===== config.mk =====
export PLATFORM = sky130hd
export DESIGN_NAME = sar_adc_ctrl
export DESIGN_NICKNAME = d
export VERILOG_FILES = /design/src/rtl/adc_pkg.sv /design/src/rtl/settle_timer.sv /design/src/rtl/sar_adc_ctrl.sv
export SDC_FILE = /design/constraint.sdc
export NUM_CORES = 1
export LEC_CHECK = 0
export BUFFER_PORTS_ARGS = -buffer_cell sky130_fd_sc_hd__buf_2
export CAP_MARGIN = 20
export CORE_MARGIN = 2
export CORE_UTILIZATION = 58
export CTS_CLUSTER_DIAMETER = 30
export DETAILED_ROUTE_END_ITERATION = 10
export GPL_TIMING_DRIVEN = 0
export PLACE_DENSITY = 0.87
export SLEW_MARGIN = 10
export SYNTH_ARGS = -nofsm -noshare
export SYNTH_HDL_FRONTEND = slang
export SYNTH_SLANG_ARGS = --single-unit

===== constraint.sdc =====
create_clock -name clk -period 2.7 [get_ports clk]
set_clock_uncertainty 0.05 [all_clocks]
set_input_delay 0.27 -clock clk [delete_from_list [all_inputs] [get_ports clk]]
set_output_delay 0.27 -clock clk [all_outputs]
set_load 0.005 [all_outputs]

===== src/rtl/adc_pkg.sv =====
// Shared types and build constants for the discrete SAR ADC controller
// and its companion sequencers.
package adc_pkg;

    typedef enum logic [1:0] {
        IDLE   = 2'd0,
        SETTLE = 2'd1,
        DECIDE = 2'd2,
        DONE   = 2'd3
    } sar_state_t;

    localparam int ADC_WIDTH      = 8;
    localparam int SETTLE_DEFAULT = 1000;

endpackage


===== src/rtl/settle_timer.sv =====
// Loadable 16-bit down-counter that parks at zero; also used by the
// calibration sequencer.
module settle_timer (
    input  logic        clk,
    input  logic        reset,
    input  logic        i_load,
    input  logic [15:0] i_load_val,
    output logic        o_zero
);

    logic [15:0] r_cnt;

    // Count down to zero and hold there until the next load.
    always_ff @(posedge clk) begin
        if (reset) begin
            r_cnt <= 16'd0;
        end else if (i_load) begin
            r_cnt <= i_load_val;
        end else if (r_cnt != 16'd0) begin
            r_cnt <= r_cnt - 16'd1;
        end else begin
            r_cnt <= r_cnt;
        end
    end

    assign o_zero = (r_cnt == 16'd0);

endmodule


===== src/rtl/sar_adc_ctrl.sv =====
// Successive-approximation controller: drives R-2R DAC trial codes MSB first,
// waits for settling, and resolves one bit per step from the debounced comparator.
module sar_adc_ctrl
    import adc_pkg::*;
#(
    parameter int WIDTH         = ADC_WIDTH,
    parameter int SETTLE_CYCLES = SETTLE_DEFAULT
) (
    input  logic             clk,
    input  logic             reset,
    input  logic             start,
    input  logic             cont,
    input  logic             comp_db,
    output logic [WIDTH-1:0] dac_code,
    output logic             busy,
    output logic [WIDTH-1:0] result,
    output logic             result_valid
);

    localparam int IDX_W = $clog2(WIDTH);
    localparam logic [WIDTH-1:0] MSB_CODE = {1'b1, {(WIDTH-1){1'b0}}};
    localparam logic [IDX_W-1:0] IDX_TOP  = IDX_W'(WIDTH - 1);
    localparam logic [IDX_W-1:0] IDX_ONE  = IDX_W'(1);
    localparam logic [15:0]      RELOAD   = 16'(SETTLE_CYCLES - 1);

    sar_state_t       r_state;
    sar_state_t       w_next_state;
    logic [WIDTH-1:0] r_code;
    logic [WIDTH-1:0] w_code_next;
    logic [WIDTH-1:0] w_decided;
    logic [IDX_W-1:0] r_idx;
    logic [IDX_W-1:0] w_idx_next;
    logic             w_load;
    logic             w_publish;
    logic             w_zero;
    logic             r_busy;
    logic [WIDTH-1:0] r_result;
    logic             r_result_valid;

    settle_timer u_settle_timer (
        .clk        (clk),
        .reset      (reset),
        .i_load     (w_load),
        .i_load_val (RELOAD),
        .o_zero     (w_zero)
    );

    // Next-state, trial-code and bit-index logic.
    always_comb begin
        w_next_state = r_state;
        w_code_next  = r_code;
        w_idx_next   = r_idx;
        w_load       = 1'b0;
        w_publish    = 1'b0;
        w_decided    = r_code;
        w_decided[r_idx] = r_code[r_idx] & comp_db;
        case (r_state)
            IDLE: begin
                if (start || cont) begin
                    w_next_state = SETTLE;
                    w_code_next  = MSB_CODE;
                    w_idx_next   = IDX_TOP;
                    w_load       = 1'b1;
                end else begin
                    w_next_state = IDLE;
                end
            end
            SETTLE: begin
                if (w_zero) begin
                    w_next_state = DECIDE;
                end else begin
                    w_next_state = SETTLE;
                end
            end
            DECIDE: begin
                w_code_next = w_decided;
                if (r_idx == '0) begin
                    w_next_state = DONE;
                    w_publish    = 1'b1;
                end else begin
                    w_code_next[r_idx - IDX_ONE] = 1'b1;
                    w_idx_next   = r_idx - IDX_ONE;
                    w_load       = 1'b1;
                    w_next_state = SETTLE;
                end
            end
            DONE: begin
                if (cont) begin
                    w_next_state = SETTLE;
                    w_code_next  = MSB_CODE;
                    w_idx_next   = IDX_TOP;
                    w_load       = 1'b1;
                end else begin
                    w_next_state = IDLE;
                end
            end
            default: begin
                w_next_state = IDLE;
            end
        endcase
    end

    // State, code and output registers; result is captured on the final decision
    // so it appears in the same cycle as the valid pulse.
    always_ff @(posedge clk) begin
        if (reset) begin
            r_state        <= IDLE;
            r_code         <= '0;
            r_idx          <= '0;
            r_busy         <= 1'b0;
            r_result       <= '0;
            r_result_valid <= 1'b0;
        end else begin
            r_state        <= w_next_state;
            r_code         <= w_code_next;
            r_idx          <= w_idx_next;
            r_busy         <= (w_next_state != IDLE);
            r_result_valid <= w_publish;
            if (w_publish) begin
                r_result <= w_code_next;
            end else begin
                r_result <= r_result;
            end
        end
    end

    assign dac_code     = r_code;
    assign busy         = r_busy;
    assign result       = r_result;
    assign result_valid = r_result_valid;

endmodule


==> run summary <==
R2r startpoint: r_idx[0]
Starting Density: 61.72%
Die W: 64.06 um
Static Leak: 0.8660 nW
Synth async-reset ratio: 0%
Core area: 3390 um^2
R2R Path End: dac_code[7]
Layout Cells excl Fill: 316
Syn Area/Cell: 8.717 um^2
Clock Path Buffers: 2
Minimum clock period: 2.524 ns
Final HPWL DP: 3372 um
CTS Buf Count: 5
Crit end category: flop
Top post-synthesis cells by count: dfxtp_1, nor2_1, a21oi_1
Hold Path Class: in2reg
CP required: 2.94 ns
Gr ovfl total: 0
N_diodes: 0
Synth area leaders: dfxtp_1, nor2_1, a21oi_1, xnor2_1, clkbuf_8
Critical Path Source Type: flop
Post-synth net total: 249
Layout net count: 278
Setup bufs post-CTS: 0
Max-Cap Viols: 0
Largest net degree at the start of global routing: 13
Remaining DRCs: 0
YS warnings: 0
Synth Flop Type: dfxtp_1
Worst-skew pair later-pin latency: 0.35 ns
Final Hold Viols: 0
Synth Register Bits: 39
Root Driver: clkbuf_4
Power Density: 591.9 nW/um^2
Worst Hold Path Cells: 2
Multi-input combinational cell area: 1162 um^2
Clock sinks: 39
Antenna violations before repair: 0
RSZ-0062 raised after global routing: false
Via density: 6.016
First-pass GRT wire length: 7935 um
Die area: 4103 um^2
Cells after Synth: 240
# port buffers: 22
Count of final max-slew check failures: 0
Post-synthesis sequential area ratio: 37.32%
Unique masters post-synth: 46
FP Rows: 21
Dpl cells: 308
Final setup violation count: 0
PostCTS Resize Cnt: 0
CTS tree: done
Cell Area, Synth: 2092 um^2
Setup tns final: 0 ns
Crit path DAT: 2.76 ns
Yosys top cell by area: dfxtp_1
Post-cts hold buffer count: 0
Share of layout cells above drive strength 1: 19.63%
EDFF count, synth: 0
Run status: finished clean
Drt pass-1 iters: 4
Routed WL: 4740 um
Global Route Usage Sum: 25.07%
CTS clock-pin slew for the worst setup and hold paths: 0.12 ns
FF/Latch Area: 780.7 um^2
Worst-path maximum fanout: 10
Number of global-route vias before repair: 1,689
Most numerous cell in the Yosys netlist: dfxtp_1
RePlAce Congestion: 0.8765
Routed Antenna Nets: 0
Area Growth Syn to Fin: 12.86%
Worst IR drop on VDD: 0.4416 mV
Relative slew slack: 68.56%
CTS H-tree lvls: 2
Routed via count: 1,901
Critical Path Start: r_idx[0]
Drt wl/cell: 15.00 um
R2R Setup Slk: 0.18 ns
# fillers: 274
Critical path type: reg2reg
IO Pins: 23
R2R depth: 9
Share of the synthesized area in the top cell type: 37.32%
Drt initial violations: 188
Crit path capture: dac_code[7]
Period utilization: 93.46%
Worst Tran Pin Value: 0.4685 ns
Die height: 64.06 um
Fmax: 396.3 MHz
[layout by cell type, fill, tap and decap left out, types with 2 or more instances in the layout]
cell type and count:
nand2b_1 3, a221oi_1 4, a211oi_2 3, nor2_1 31, nand3_1 2, and2_1 2, o21ai_0 6, o31ai_1 3
nor4_1 5, ha_1 4, xnor2_1 11, buf_2 24, nand3b_1 2, clkbuf_8 6, or3_1 2, a21oi_1 22
a211oi_1 9, a31oi_1 3, inv_1 5, a221oi_2 2, mux2i_1 4, nand2_1 20, bufinv_16 2, nor3_1 16
a311oi_1 4, dfxtp_1 39, nor2b_1 4, clkbuf_4 5, clkbuf_1 7, o21a_1 2
[how the worst min path moves through the flow]
stage,start,to,slack (ns)
6_report,reset,busy,0.09
5_1_grt,reset,busy,0.09
4_1_cts,reset,busy,0.07
3_5_place_dp,result[4],result[4],0.40
3_3_place_gp,result[5],result[5],0.40
2_1_floorplan,reset,busy,0.30
[routing by layer]
metal  wire length (um)  GRT usage, %  vias up
met3                390         5.986        9
li1                   -             -      934
met5                  0             0        -
met1               2134         34.23      884
met2               2148         38.15       74
met4                 67         9.783        0
[through the flow]
step,util (%),hold slack (ns),cell area (um^2),power (mW),setup WS (ns)
3_3_place_gp,66.67,0.3988,2260,0.9096,0.3207
2_1_floorplan,-,0.2999,2092,0.8576,0.5210
6_report,69.66,0.08798,2361,1.397,0.1765
3_5_place_dp,66.67,0.4003,2260,0.9179,0.2673
4_1_cts,69.66,0.06754,2361,1.401,0.1912
5_1_grt,69.66,0.08873,2361,1.460,0.004459
[critical path, stage by stage (launching register included)]
cell and delay, ns:
dfxtp_1 0.33, buf_6 0.15, clkbuf_8 0.16, inv_1 0.13, ha_1 0.16, clkbuf_1 0.27
nor3b_1 0.31, a21oi_1 0.15, or4_2 0.58, a31oi_1 0.17
[report_power, final]
part           switching [mW]  internal, mW  total, mW
Combinational           0.163         0.115      0.278
Sequential             0.0296         0.604      0.634
Clock                   0.197         0.289      0.486
Total                   0.389          1.01       1.40
[sequential cells by signal (all words and copies together) (netlist names)]
name / cells
busy: 1
u_settle_timer.r_cnt: 16
r_idx: 3
dac_code: 8
result: 8
result_valid: 1
r_state: 2
[final cells by class]
cell class / count / share of cell area (%)
inverter: 6 / 0.9539
clock inverter: 2 / 2.544
sequential: 39 / 33.07
multi-input combinational: 180 / 49.23
timing repair buffer: 22 / 4.664
tap: 46 / 2.438
buffer: 15 / 5.352
clock buffer: 6 / 1.749
[cell families (layout without fill, tap and decap cells)]
logic type	count (synthesis)	count (layout)	share of synthesized area (%)
muxes	5	5	2.990
adders and majority gates	4	4	2.392
buffers and inverters	21	51	7.117
DFF	39	39	37.32
AOI/OAI and AO/OA	61	61	20.39
and+or+nand+nor	99	99	25.18
xor gates and xnor gates	11	11	4.605
No activity file was read; power rests on OpenSTA's default activity.
